**src/rtl/fpu_pkg.sv**
```systemverilog
// Shared types and constants for the FPU forwarding/scoreboard controller.
//   FPU_NSTG       : number of FPU pipeline stages tracked (one forward path each)
//   FPU_RW         : FP register index width
//   fpu_sb_entry_t : one in-flight scoreboard entry {v, wen, rd, rdy}
//                    rdy is the stage (1..4) at which the result becomes forwardable
package fpu_pkg;

    localparam int FPU_NSTG = 4;
    localparam int FPU_RW   = 5;

    typedef struct packed {
        logic              v;
        logic              wen;
        logic [FPU_RW-1:0] rd;
        logic [2:0]        rdy;
    } fpu_sb_entry_t;

endpackage

```
**src/rtl/fpu_fwd_ctrl_if.sv**
```systemverilog
// Decode-side bundle between the FP decode slot and the forwarding controller.
//   master : decode / pipeline control (drives dec_*, hold, flush)
//   slave  : fpu_fwd_ctrl (drives selects, stall, issue, writeback, stall counter)
interface fpu_fwd_ctrl_if
    import fpu_pkg::*;
#(
    parameter int RW = FPU_RW
) ();

    logic          dec_valid;
    logic [RW-1:0] dec_rs1;
    logic [RW-1:0] dec_rs2;
    logic          dec_use_rs1;
    logic          dec_use_rs2;
    logic          dec_wen;
    logic [RW-1:0] dec_rd;
    logic [1:0]    dec_lat;
    logic          hold;
    logic          flush;

    logic [3:0]    rs1_use;
    logic [3:0]    rs2_use;
    logic          stall;
    logic          issue;
    logic          wb_en;
    logic [RW-1:0] wb_rd;
    logic [15:0]   stall_cnt;

    modport master (
        output dec_valid, dec_rs1, dec_rs2, dec_use_rs1, dec_use_rs2,
               dec_wen, dec_rd, dec_lat, hold, flush,
        input  rs1_use, rs2_use, stall, issue, wb_en, wb_rd, stall_cnt
    );

    modport slave (
        input  dec_valid, dec_rs1, dec_rs2, dec_use_rs1, dec_use_rs2,
               dec_wen, dec_rd, dec_lat, hold, flush,
        output rs1_use, rs2_use, stall, issue, wb_en, wb_rd, stall_cnt
    );

endinterface

```
**src/rtl/fpu_fwd_sel.sv**
```systemverilog
// Per-operand forward resolver (purely combinational).
//   stg     : scoreboard entries, index 0 = stage 1 (youngest)
//   rs      : source register index being read at decode
//   rd_en   : operand is actually read (already qualified with dec_valid)
//   sel     : one-hot bypass select, bit k-1 picks the stage-k result; 0 = register file
//   pending : youngest producer exists but its result is not ready yet
module fpu_fwd_sel
    import fpu_pkg::*;
(
    input  fpu_sb_entry_t        stg [FPU_NSTG],
    input  logic [FPU_RW-1:0]    rs,
    input  logic                 rd_en,
    output logic [FPU_NSTG-1:0]  sel,
    output logic                 pending
);

    logic found;

    // Scan from the youngest stage; the first hit shadows every older producer,
    // even if an older one is already ready.
    always_comb begin
        sel     = '0;
        pending = 1'b0;
        found   = 1'b0;
        for (int k = 0; k < FPU_NSTG; k++) begin
            if (!found && rd_en && stg[k].v && stg[k].wen && (stg[k].rd == rs)) begin
                found = 1'b1;
                if (stg[k].rdy <= 3'(k + 1)) begin
                    sel[k] = 1'b1;
                end else begin
                    pending = 1'b1;
                end
            end
        end
    end

endmodule

```
**src/rtl/fpu_fwd_ctrl.sv**
```systemverilog
// Scoreboard and operand-bypass controller for the 4-stage FPU pipeline.
//   clk, rst_n : clock, asynchronous active-low reset
//   bus        : fpu_fwd_ctrl_if.slave
//                in : dec_valid, dec_rs1/2, dec_use_rs1/2, dec_wen, dec_rd, dec_lat, hold, flush
//                out: rs1_use, rs2_use (one-hot bypass selects), stall, issue,
//                     wb_en, wb_rd (register-file write from stage 4), stall_cnt (saturating)
module fpu_fwd_ctrl
    import fpu_pkg::*;
#(
    parameter int NSTG = FPU_NSTG,
    parameter int RW   = FPU_RW
) (
    input  logic          clk,
    input  logic          rst_n,
    fpu_fwd_ctrl_if.slave bus
);

    fpu_sb_entry_t stg [NSTG];
    fpu_sb_entry_t new_entry;
    logic [3:0]    rs1_sel;
    logic [3:0]    rs2_sel;
    logic          rs1_pend;
    logic          rs2_pend;
    logic          stall;
    logic          issue;
    logic [15:0]   stall_cnt;

    fpu_fwd_sel u_sel_rs1 (
        .stg     (stg),
        .rs      (bus.dec_rs1),
        .rd_en   (bus.dec_valid & bus.dec_use_rs1),
        .sel     (rs1_sel),
        .pending (rs1_pend)
    );

    fpu_fwd_sel u_sel_rs2 (
        .stg     (stg),
        .rs      (bus.dec_rs2),
        .rd_en   (bus.dec_valid & bus.dec_use_rs2),
        .sel     (rs2_sel),
        .pending (rs2_pend)
    );

    assign stall = bus.dec_valid & (rs1_pend | rs2_pend);
    assign issue = bus.dec_valid & ~stall & ~bus.hold & ~bus.flush;

    // dec_lat is "ready stage minus one", so the stored ready stage is 1..4.
    assign new_entry = '{v: 1'b1, wen: bus.dec_wen, rd: bus.dec_rd,
                         rdy: {1'b0, bus.dec_lat} + 3'd1};

    // Flush outranks hold: the kill must land even while the pipe is frozen.
    always_ff @(posedge clk or negedge rst_n) begin
        if (!rst_n) begin
            for (int k = 0; k < NSTG; k++) begin
                stg[k] <= '0;
            end
        end else if (bus.flush) begin
            for (int k = 0; k < NSTG; k++) begin
                stg[k] <= '0;
            end
        end else if (!bus.hold) begin
            for (int k = NSTG - 1; k > 0; k--) begin
                stg[k] <= stg[k-1];
            end
            stg[0] <= issue ? new_entry : '0;
        end
    end

    always_ff @(posedge clk or negedge rst_n) begin
        if (!rst_n) begin
            stall_cnt <= '0;
        end else if (stall && !bus.hold && (stall_cnt != 16'hFFFF)) begin
            stall_cnt <= stall_cnt + 16'd1;
        end
    end

    // Stage 4 commits even in a flush cycle; it is older than the flush point.
    assign bus.wb_en     = stg[NSTG-1].v & stg[NSTG-1].wen & ~bus.hold;
    assign bus.wb_rd     = RW'(stg[NSTG-1].rd);
    assign bus.rs1_use   = rs1_sel;
    assign bus.rs2_use   = rs2_sel;
    assign bus.stall     = stall;
    assign bus.issue     = issue;
    assign bus.stall_cnt = stall_cnt;

endmodule

```
**src/flat_wrapper.sv**
```systemverilog
// flat-port wrapper written by rule: the top's interface ports become plain ports
module fpu_fwd_ctrl_flat import fpu_pkg::*;
#(
    parameter int NSTG = FPU_NSTG,
    parameter int RW   = FPU_RW
)
  (clk, rst_n, bus_dec_valid, bus_dec_rs1, bus_dec_rs2, bus_dec_use_rs1, bus_dec_use_rs2, bus_dec_wen, bus_dec_rd, bus_dec_lat, bus_hold, bus_flush, bus_rs1_use, bus_rs2_use, bus_stall, bus_issue, bus_wb_en, bus_wb_rd, bus_stall_cnt);
  fpu_fwd_ctrl_if #(.RW(RW)) bus_i ();
  input  logic clk;
  input  logic rst_n;
  input wire logic [$bits(bus_i.dec_valid)-1:0] bus_dec_valid;
  input wire logic [$bits(bus_i.dec_rs1)-1:0] bus_dec_rs1;
  input wire logic [$bits(bus_i.dec_rs2)-1:0] bus_dec_rs2;
  input wire logic [$bits(bus_i.dec_use_rs1)-1:0] bus_dec_use_rs1;
  input wire logic [$bits(bus_i.dec_use_rs2)-1:0] bus_dec_use_rs2;
  input wire logic [$bits(bus_i.dec_wen)-1:0] bus_dec_wen;
  input wire logic [$bits(bus_i.dec_rd)-1:0] bus_dec_rd;
  input wire logic [$bits(bus_i.dec_lat)-1:0] bus_dec_lat;
  input wire logic [$bits(bus_i.hold)-1:0] bus_hold;
  input wire logic [$bits(bus_i.flush)-1:0] bus_flush;
  output wire logic [$bits(bus_i.rs1_use)-1:0] bus_rs1_use;
  output wire logic [$bits(bus_i.rs2_use)-1:0] bus_rs2_use;
  output wire logic [$bits(bus_i.stall)-1:0] bus_stall;
  output wire logic [$bits(bus_i.issue)-1:0] bus_issue;
  output wire logic [$bits(bus_i.wb_en)-1:0] bus_wb_en;
  output wire logic [$bits(bus_i.wb_rd)-1:0] bus_wb_rd;
  output wire logic [$bits(bus_i.stall_cnt)-1:0] bus_stall_cnt;
  assign bus_i.dec_valid = bus_dec_valid;
  assign bus_i.dec_rs1 = bus_dec_rs1;
  assign bus_i.dec_rs2 = bus_dec_rs2;
  assign bus_i.dec_use_rs1 = bus_dec_use_rs1;
  assign bus_i.dec_use_rs2 = bus_dec_use_rs2;
  assign bus_i.dec_wen = bus_dec_wen;
  assign bus_i.dec_rd = bus_dec_rd;
  assign bus_i.dec_lat = bus_dec_lat;
  assign bus_i.hold = bus_hold;
  assign bus_i.flush = bus_flush;
  assign bus_rs1_use = bus_i.rs1_use;
  assign bus_rs2_use = bus_i.rs2_use;
  assign bus_stall = bus_i.stall;
  assign bus_issue = bus_i.issue;
  assign bus_wb_en = bus_i.wb_en;
  assign bus_wb_rd = bus_i.wb_rd;
  assign bus_stall_cnt = bus_i.stall_cnt;
  fpu_fwd_ctrl #(.NSTG(NSTG), .RW(RW)) u_core (.clk(clk), .rst_n(rst_n), .bus(bus_i));
endmodule
```
**config.mk**
```make
export PLATFORM = sky130hd
export DESIGN_NAME = fpu_fwd_ctrl_flat
export DESIGN_NICKNAME = d
export VERILOG_FILES = /design/src/rtl/fpu_pkg.sv /design/src/rtl/fpu_fwd_ctrl_if.sv /design/src/rtl/fpu_fwd_sel.sv /design/src/rtl/fpu_fwd_ctrl.sv /design/src/flat_wrapper.sv
export SDC_FILE = /design/constraint.sdc
export NUM_CORES = 1
export LEC_CHECK = 0
export BUFFER_PORTS_ARGS = -buffer_cell sky130_fd_sc_hd__buf_2
export CAP_MARGIN = 5
export CORE_MARGIN = 2
export CORE_UTILIZATION = 50
export CTS_CLUSTER_SIZE = 10
export DETAILED_ROUTE_END_ITERATION = 7
export PLACE_DENSITY = 0.76
export SKIP_CTS_REPAIR_TIMING = 1
export SLEW_MARGIN = 5
export SYNTH_ARGS = -nofsm -noshare
export SYNTH_HDL_FRONTEND = slang
export SYNTH_SLANG_ARGS = --single-unit
```
**constraint.sdc**
```tcl
create_clock -name clk -period 2.1 [get_ports clk]
set_input_delay 0.105 -clock clk [delete_from_list [all_inputs] [get_ports clk]]
set_output_delay 0.105 -clock clk [all_outputs]
set_load 0.01 [all_outputs]
```
* Word level (Yosys, flattened, before mapping)
Index checks and enable logic that the tools add are counted.
** Word-level totals
- Register bits after elaboration :: 56
** Cells by class
- Add/sub/neg operators :: 2
- Order comparisons :: 4
- Equal/unequal tests :: 10
- Muxes and demuxes :: 36
- Bitwise gates (word level) :: 12
- Reductions and logical operators :: 39
** Operators with widths (count)
- $mux 40 :: 2
- $eq 5x5->1 :: 8
- $mux 1 :: 33
- $logic_and 1x1->1 :: 32
- $add 16x1->16 const B :: 1
- $ne 16x16->1 const B :: 1
- $mux 10 :: 1
- $and 1x1->1 :: 8
- $logic_not 1->1 :: 7
- $le 3x2->1 const B :: 2
- $add 2x1->3 const B :: 1
- $le 3x1->1 const B :: 1
- $le 3x3->1 const B :: 1
- $not 1->1 :: 3
- $ne 2x1->1 const B :: 1
- $or 1x1->1 :: 1

* Longest topological paths before layout
- Word-level depth :: 32
- Mapped depth :: 10
- Mapped depth without buffers :: 8

* Cells and area by module
From an unflattened synthesis, not the netlist that was laid out.
** Unflattened totals
- Cell total of the unflattened synthesis :: 299
- Area total of the unflattened synthesis :: 3135.5 um^2
** Modules (own cells, without submodules)
- fpu_fwd_ctrl :: times used 1, cells each 209, area an instance 2489.9 um^2
- fpu_fwd_sel :: times used 2, cells each 45, area an instance 322.8 um^2

* Worst setup path before layout
Ideal clock, no wire load.
- Path kind :: reg-to-reg
- Start point :: register, netlist name u_core.stg[36]
- End point :: register, netlist name u_core.stg[30]
- Setup time :: 0.066 ns
- Arrival :: 2.198 ns
- Data required time :: 2.034 ns
- Path slack :: -0.165 ns
- Stages on the path, launching flop included :: 10
- Path buffers :: 1
- Clock period less this slack :: 2.265 ns
- Path through :: dfrtp_1 > xnor2_1 > nand4_1 > nor4_4 > o31ai_1 > a22oi_2 > nand3_1 > nor4b_2 > buf_4 > a22o_1
** Between the ends
- Cells in the longest elaborated chain, start to end :: 30
- Elaborated cells on any way between the ends :: 63
- Classes of those cells :: eq/ne (2); mux (23); bitwise (6); reduce/logical (32)
** Ends and longest elaborated chain
- $eq 5x5->1 :: RTL line fpu_fwd_sel.sv:26 : if (!found && rd_en && stg[k].v && stg[k].wen && (stg[k].rd == rs)) begin
- $logic_and 1x1->1 :: RTL line fpu_fwd_sel.sv:26
- $mux 1 :: RTL line fpu_fwd_sel.sv:26
- $logic_not 1->1 :: RTL line fpu_fwd_sel.sv:26
- $logic_and 1x1->1 (4 in series) :: RTL line fpu_fwd_sel.sv:26
- $mux 1 :: RTL line fpu_fwd_sel.sv:26
- $logic_not 1->1 :: RTL line fpu_fwd_sel.sv:26
- $logic_and 1x1->1 (4 in series) :: RTL line fpu_fwd_sel.sv:26
- [8 not listed]
- $and 1x1->1 (*) :: RTL line fpu_fwd_ctrl.sv:44 : assign stall = bus.dec_valid & (rs1_pend | rs2_pend);
- named net bus_stall :: RTL line flat_wrapper.sv:23 : output wire logic [$bits(bus_i.stall)-1:0] bus_stall;
- $not 1->1 (*) :: RTL line fpu_fwd_ctrl.sv:45 : assign issue = bus.dec_valid & ~stall & ~bus.hold & ~bus.flush;
- $and 1x1->1 (*) (3 in series) :: RTL line fpu_fwd_ctrl.sv:45
- named net bus_issue :: RTL line flat_wrapper.sv:24 : output wire logic [$bits(bus_i.issue)-1:0] bus_issue;
- $mux 10 (*) :: RTL line fpu_fwd_ctrl.sv:65 : stg[0] <= issue ? new_entry : '0;
- $mux 40 (*) :: RTL line fpu_fwd_ctrl.sv:61 : end else if (!bus.hold) begin
- $mux 40 (*) :: RTL line fpu_fwd_ctrl.sv:57 : end else if (bus.flush) begin
Mark *: on every way through the listed nets, which the timed path passes. The rest lies on a longest branch. The select of a mux whose other input is x is not followed.
A chain may end at the register's enable or synchronous reset.

* Final worst setup path
- Start point :: register, netlist name u_core.stg[35]
- End point :: output port bus_issue
** Between the ends
- Cells in the longest elaborated chain, start to end :: 27
- Elaborated cells on any way between the ends :: 60
- Classes of those cells :: eq/ne (2); mux (20); bitwise (6); reduce/logical (32)
** Ends and longest elaborated chain (RTL line)
- $eq 5x5->1 :: fpu_fwd_sel.sv:26
- $logic_and 1x1->1 :: fpu_fwd_sel.sv:26
- $mux 1 :: fpu_fwd_sel.sv:26
- $logic_not 1->1 :: fpu_fwd_sel.sv:26
- $logic_and 1x1->1 (4 in series) :: fpu_fwd_sel.sv:26
- $mux 1 :: fpu_fwd_sel.sv:26
- $logic_not 1->1 :: fpu_fwd_sel.sv:26
- $logic_and 1x1->1 (4 in series) :: fpu_fwd_sel.sv:26
- $mux 1 :: fpu_fwd_sel.sv:26
- $logic_not 1->1 :: fpu_fwd_sel.sv:26
- $logic_and 1x1->1 (4 in series) :: fpu_fwd_sel.sv:26
- $mux 1 :: fpu_fwd_sel.sv:26
- $or 1x1->1 (*) :: fpu_fwd_ctrl.sv:44
- $and 1x1->1 (*) :: fpu_fwd_ctrl.sv:44
- $not 1->1 (*) :: fpu_fwd_ctrl.sv:45
- $and 1x1->1 (*) (3 in series) :: fpu_fwd_ctrl.sv:45
- to (decl) :: flat_wrapper.sv:24
Every way passes the cells marked *; elsewhere a longest branch is shown, timed or not.

==> results.yml <==
outcome:
  status: "finished with violations"
  violations: "negative setup slack"
clock_network:
  cts_max_level: 2
  clk_latency_ns: 0.31
  clk_pin_slew_worst_paths_ns: 0.09
  clockBufferDepth: 2
  clkSinkCount: 56
  cts_root_buf: "clkbuf_8"
  cts_buffers: 5
  tritoncts: "built"
sta:
  skew_ns: 0.00744
  tightest_slew_ns: 0.671
  max_freq_ghz: 0.368
  rsz0062_at_grt: "true"
  setup_tns_ns: -12.54
  finalCritPeriodShare_pct: 129
  setup-violations-final: 34
  finalHoldViolCount: 0
  worst_hold_slack_ns: 0.0121
  final_critical_path_setup_slack_ns: -0.615
  maxSlewHeadroom_pct: 55.2
  timing_max_transition_violations_final: 0
  final.min_clock_period_ns: 2.71
routing:
  viasPerCell: 5.48
  drtIter0Drc: 193
  firstDrtPassIters: 4
  drc: 0
  routed_wl_mm: 8.15
  drtAntennaViolNets: 0
  wl_per_cell_um: 17.0
  vias: 2630
die:
  die_area_um2: 6790
  die_x_um: 82.4
  initial_core_util_pct: 51.9
  placementRows: 28
  die_h_um: 82.4
  core_area_um2: 5920
  ioPinCount: 57
critical_path:
  cp.arrival_ns: 2.61
  path_class: "register to output port"
  critical-path-slowest-cell: "nor4_4"
  worstPathRequired_ns: 2.00
  slowest_delay_ns: 0.46
  end_kind: "output port"
  path_buf_inv: 3
  path_common_cell: "buf_4"
  startpoint_type: "register"
  path_max_fanout: 7
  cp_cell_sequence: "xnor2_1, nand4_1, nor4_4, buf_4, nor4b_4, o21ai_2, nand3_2, nor4b_2, buf_4, buf_2"
  critPathTopFamily: "simple AND/OR/NAND/NOR gates"
final_layout:
  post-route-util_pct: 70.8
  diodes: 0
  area_delta_synth_final_pct: 36.5
  final_cell_mix: "buf_4 (72), buf_2 (55), dfrtp_1 (53)"
  nets: 433
  final_common_cell: "buf_4"
  layout-drive-gt1-share_pct: 42.5
  final.fill_count: 433
  finalInstanceArea_um2: 4190
placement:
  dp.final_hpwl_mm: 5.59
  io_buffers: 56
  post-place-ws_ns: -0.383
  placed_area_um2: 3860
  routabilityCongestion: 0.844
global_routing:
  antenna_found_initial: 0
  grt_max_degree: 35
  grt_use_total_pct: 23.7
  grt_pass1_wl_mm: 12.0
  gr-total-overflow: 0
  grt_pass1_vias: 2536
yosys:
  synthDistinctLibCells: 44
  postSynthAreaPerCell_um2: 10.8
  ys_ff_latch: 56
  synth_fp_nets: 311
  synthCells: 284
  syn_area_um2: 3070
  yosysWarnings: 0
  yosysSeqAreaShare_pct: 45.6
power_and_ir_drop:
  leakage_nw: 2.22
  vdd_drop_max_mv: 0.363
  power_density_nw_per_um2: 487
job:
  drv_cap: 0
hold_path:
  hold_path.class: "primary input to register"
[registers in the layout (all words and copies together) (netlist names)]
name and cells:
u_core.stg 35, u_core.bus.stall_cnt 16, u_core.bus.wb_rd 5
[Yosys cell counts (all sizes together)]
| cell | number | area share [%] |
|---|---|---|
| o21a | 1 | 0.24 |
| nand4 | 13 | 2.6 |
| o21bai | 1 | 0.24 |
| a31oi | 1 | 0.69 |
| nor3 | 2 | 0.33 |
| a22o | 9 | 2.6 |
| and4 | 2 | 0.57 |
| o31ai | 1 | 0.24 |
| and3b | 1 | 0.33 |
| nor2b | 5 | 1.0 |
| o21ai | 2 | 0.45 |
| or4 | 1 | 0.37 |
| a21o | 2 | 0.49 |
| mux2i | 30 | 9.8 |
| nand2 | 11 | 1.3 |
| and3 | 4 | 0.81 |
| ha | 2 | 0.81 |
| o211ai | 1 | 0.24 |
| or2 | 2 | 0.41 |
| a22oi | 1 | 0.41 |
| nor3b | 1 | 0.24 |
| nor4bb | 1 | 0.33 |
| nand3 | 8 | 1.3 |
| mux2 | 1 | 0.37 |
| inv | 2 | 0.24 |
| nor4 | 9 | 2.5 |
| nand2b | 1 | 0.20 |
| nor2 | 35 | 4.3 |
| xnor2 | 33 | 9.4 |
| buf | 12 | 2.5 |
| xor2 | 22 | 6.3 |
| a31o | 1 | 0.29 |
| dfrtp | 56 | 46 |
| nor4b | 2 | 1.3 |
| clkbuf | 5 | 0.61 |
| and2 | 3 | 0.61 |
[cells by family after synthesis]
logic type / after synthesis / share of synthesized area [%]
AOI/OAI and AO/OA: 20 / 5.86
xor gates and xnor gates: 55 / 15.7
adders and majority gates: 2 / 0.814
buffers and inverters: 19 / 3.34
DFF: 56 / 45.6
muxes: 31 / 10.1
and+or+nand+nor: 101 / 18.6
[per-layer routing]
metal	share of wire, %	up-vias	GRT usage [%]
met5	0	-	0
met4	2.4	0	7.83
met3	4.9	19	3.80
met2	51	81	39.9
met1	42	1299	31.2
li1	-	1231	-
[area by class of cell]
class / count / area [um^2] / share of cell area [%]
repair buffers: 132 / 888 / 21.2
well taps: 75 / 93.8 / 2.24
flip-flops and latches: 56 / 1410 / 33.5
inverters: 2 / 7.51 / 0.179
clock buffers: 5 / 68.8 / 1.64
multi-input cells: 209 / 1700 / 40.5
clock inverters: 1 / 30.0 / 0.716
[worst register-to-register path: cells and delay by family (launching register included)]
kind / cells / cell delay, ns
xor+xnor: 2 / 0.31
flops: 1 / 0.45
compound gates: 3 / 0.65
simple gates: 3 / 0.60
buf+inv: 3 / 0.50
[stage by stage]
stage / instances / total power [mW]
final: 480 / 2.04
after global routing: 480 / 2.12
after CTS: 464 / 2.04
after detailed placement: 458 / 1.36
after global placement: 458 / 1.35
after floorplan: 284 / 1.23
[path summary, 6_finish.rpt]
| kind | from | end | slack [ns] | depth (start not counted) |
|---|---|---|---|---|
| worst max-delay path | u_core.stg[35] | bus_issue | -0.61 | 10 |
| min in group asynchronous | rst_n | u_core.bus.stall_cnt[9] | 0.30 | 2 |
| worst max register to register | u_core.stg[26] | u_core.bus.stall_cnt[14] | -0.53 | 11 |
| max in group asynchronous | rst_n | u_core.stg[25] | 1.22 | 3 |
| worst min register to register | u_core.bus.stall_cnt[9] | u_core.bus.stall_cnt[9] | 0.49 | 1 |
| worst min-delay path | bus_dec_rd[1] | u_core.stg[34] | 0.01 | 2 |
[report_power, final]
part           switching (mW)  internal (mW)  total [mW]
clock network           0.335          0.343       0.677
registers              0.0142           1.09        1.11
logic                   0.141          0.118       0.259
(Power assumes the default switching activity.)
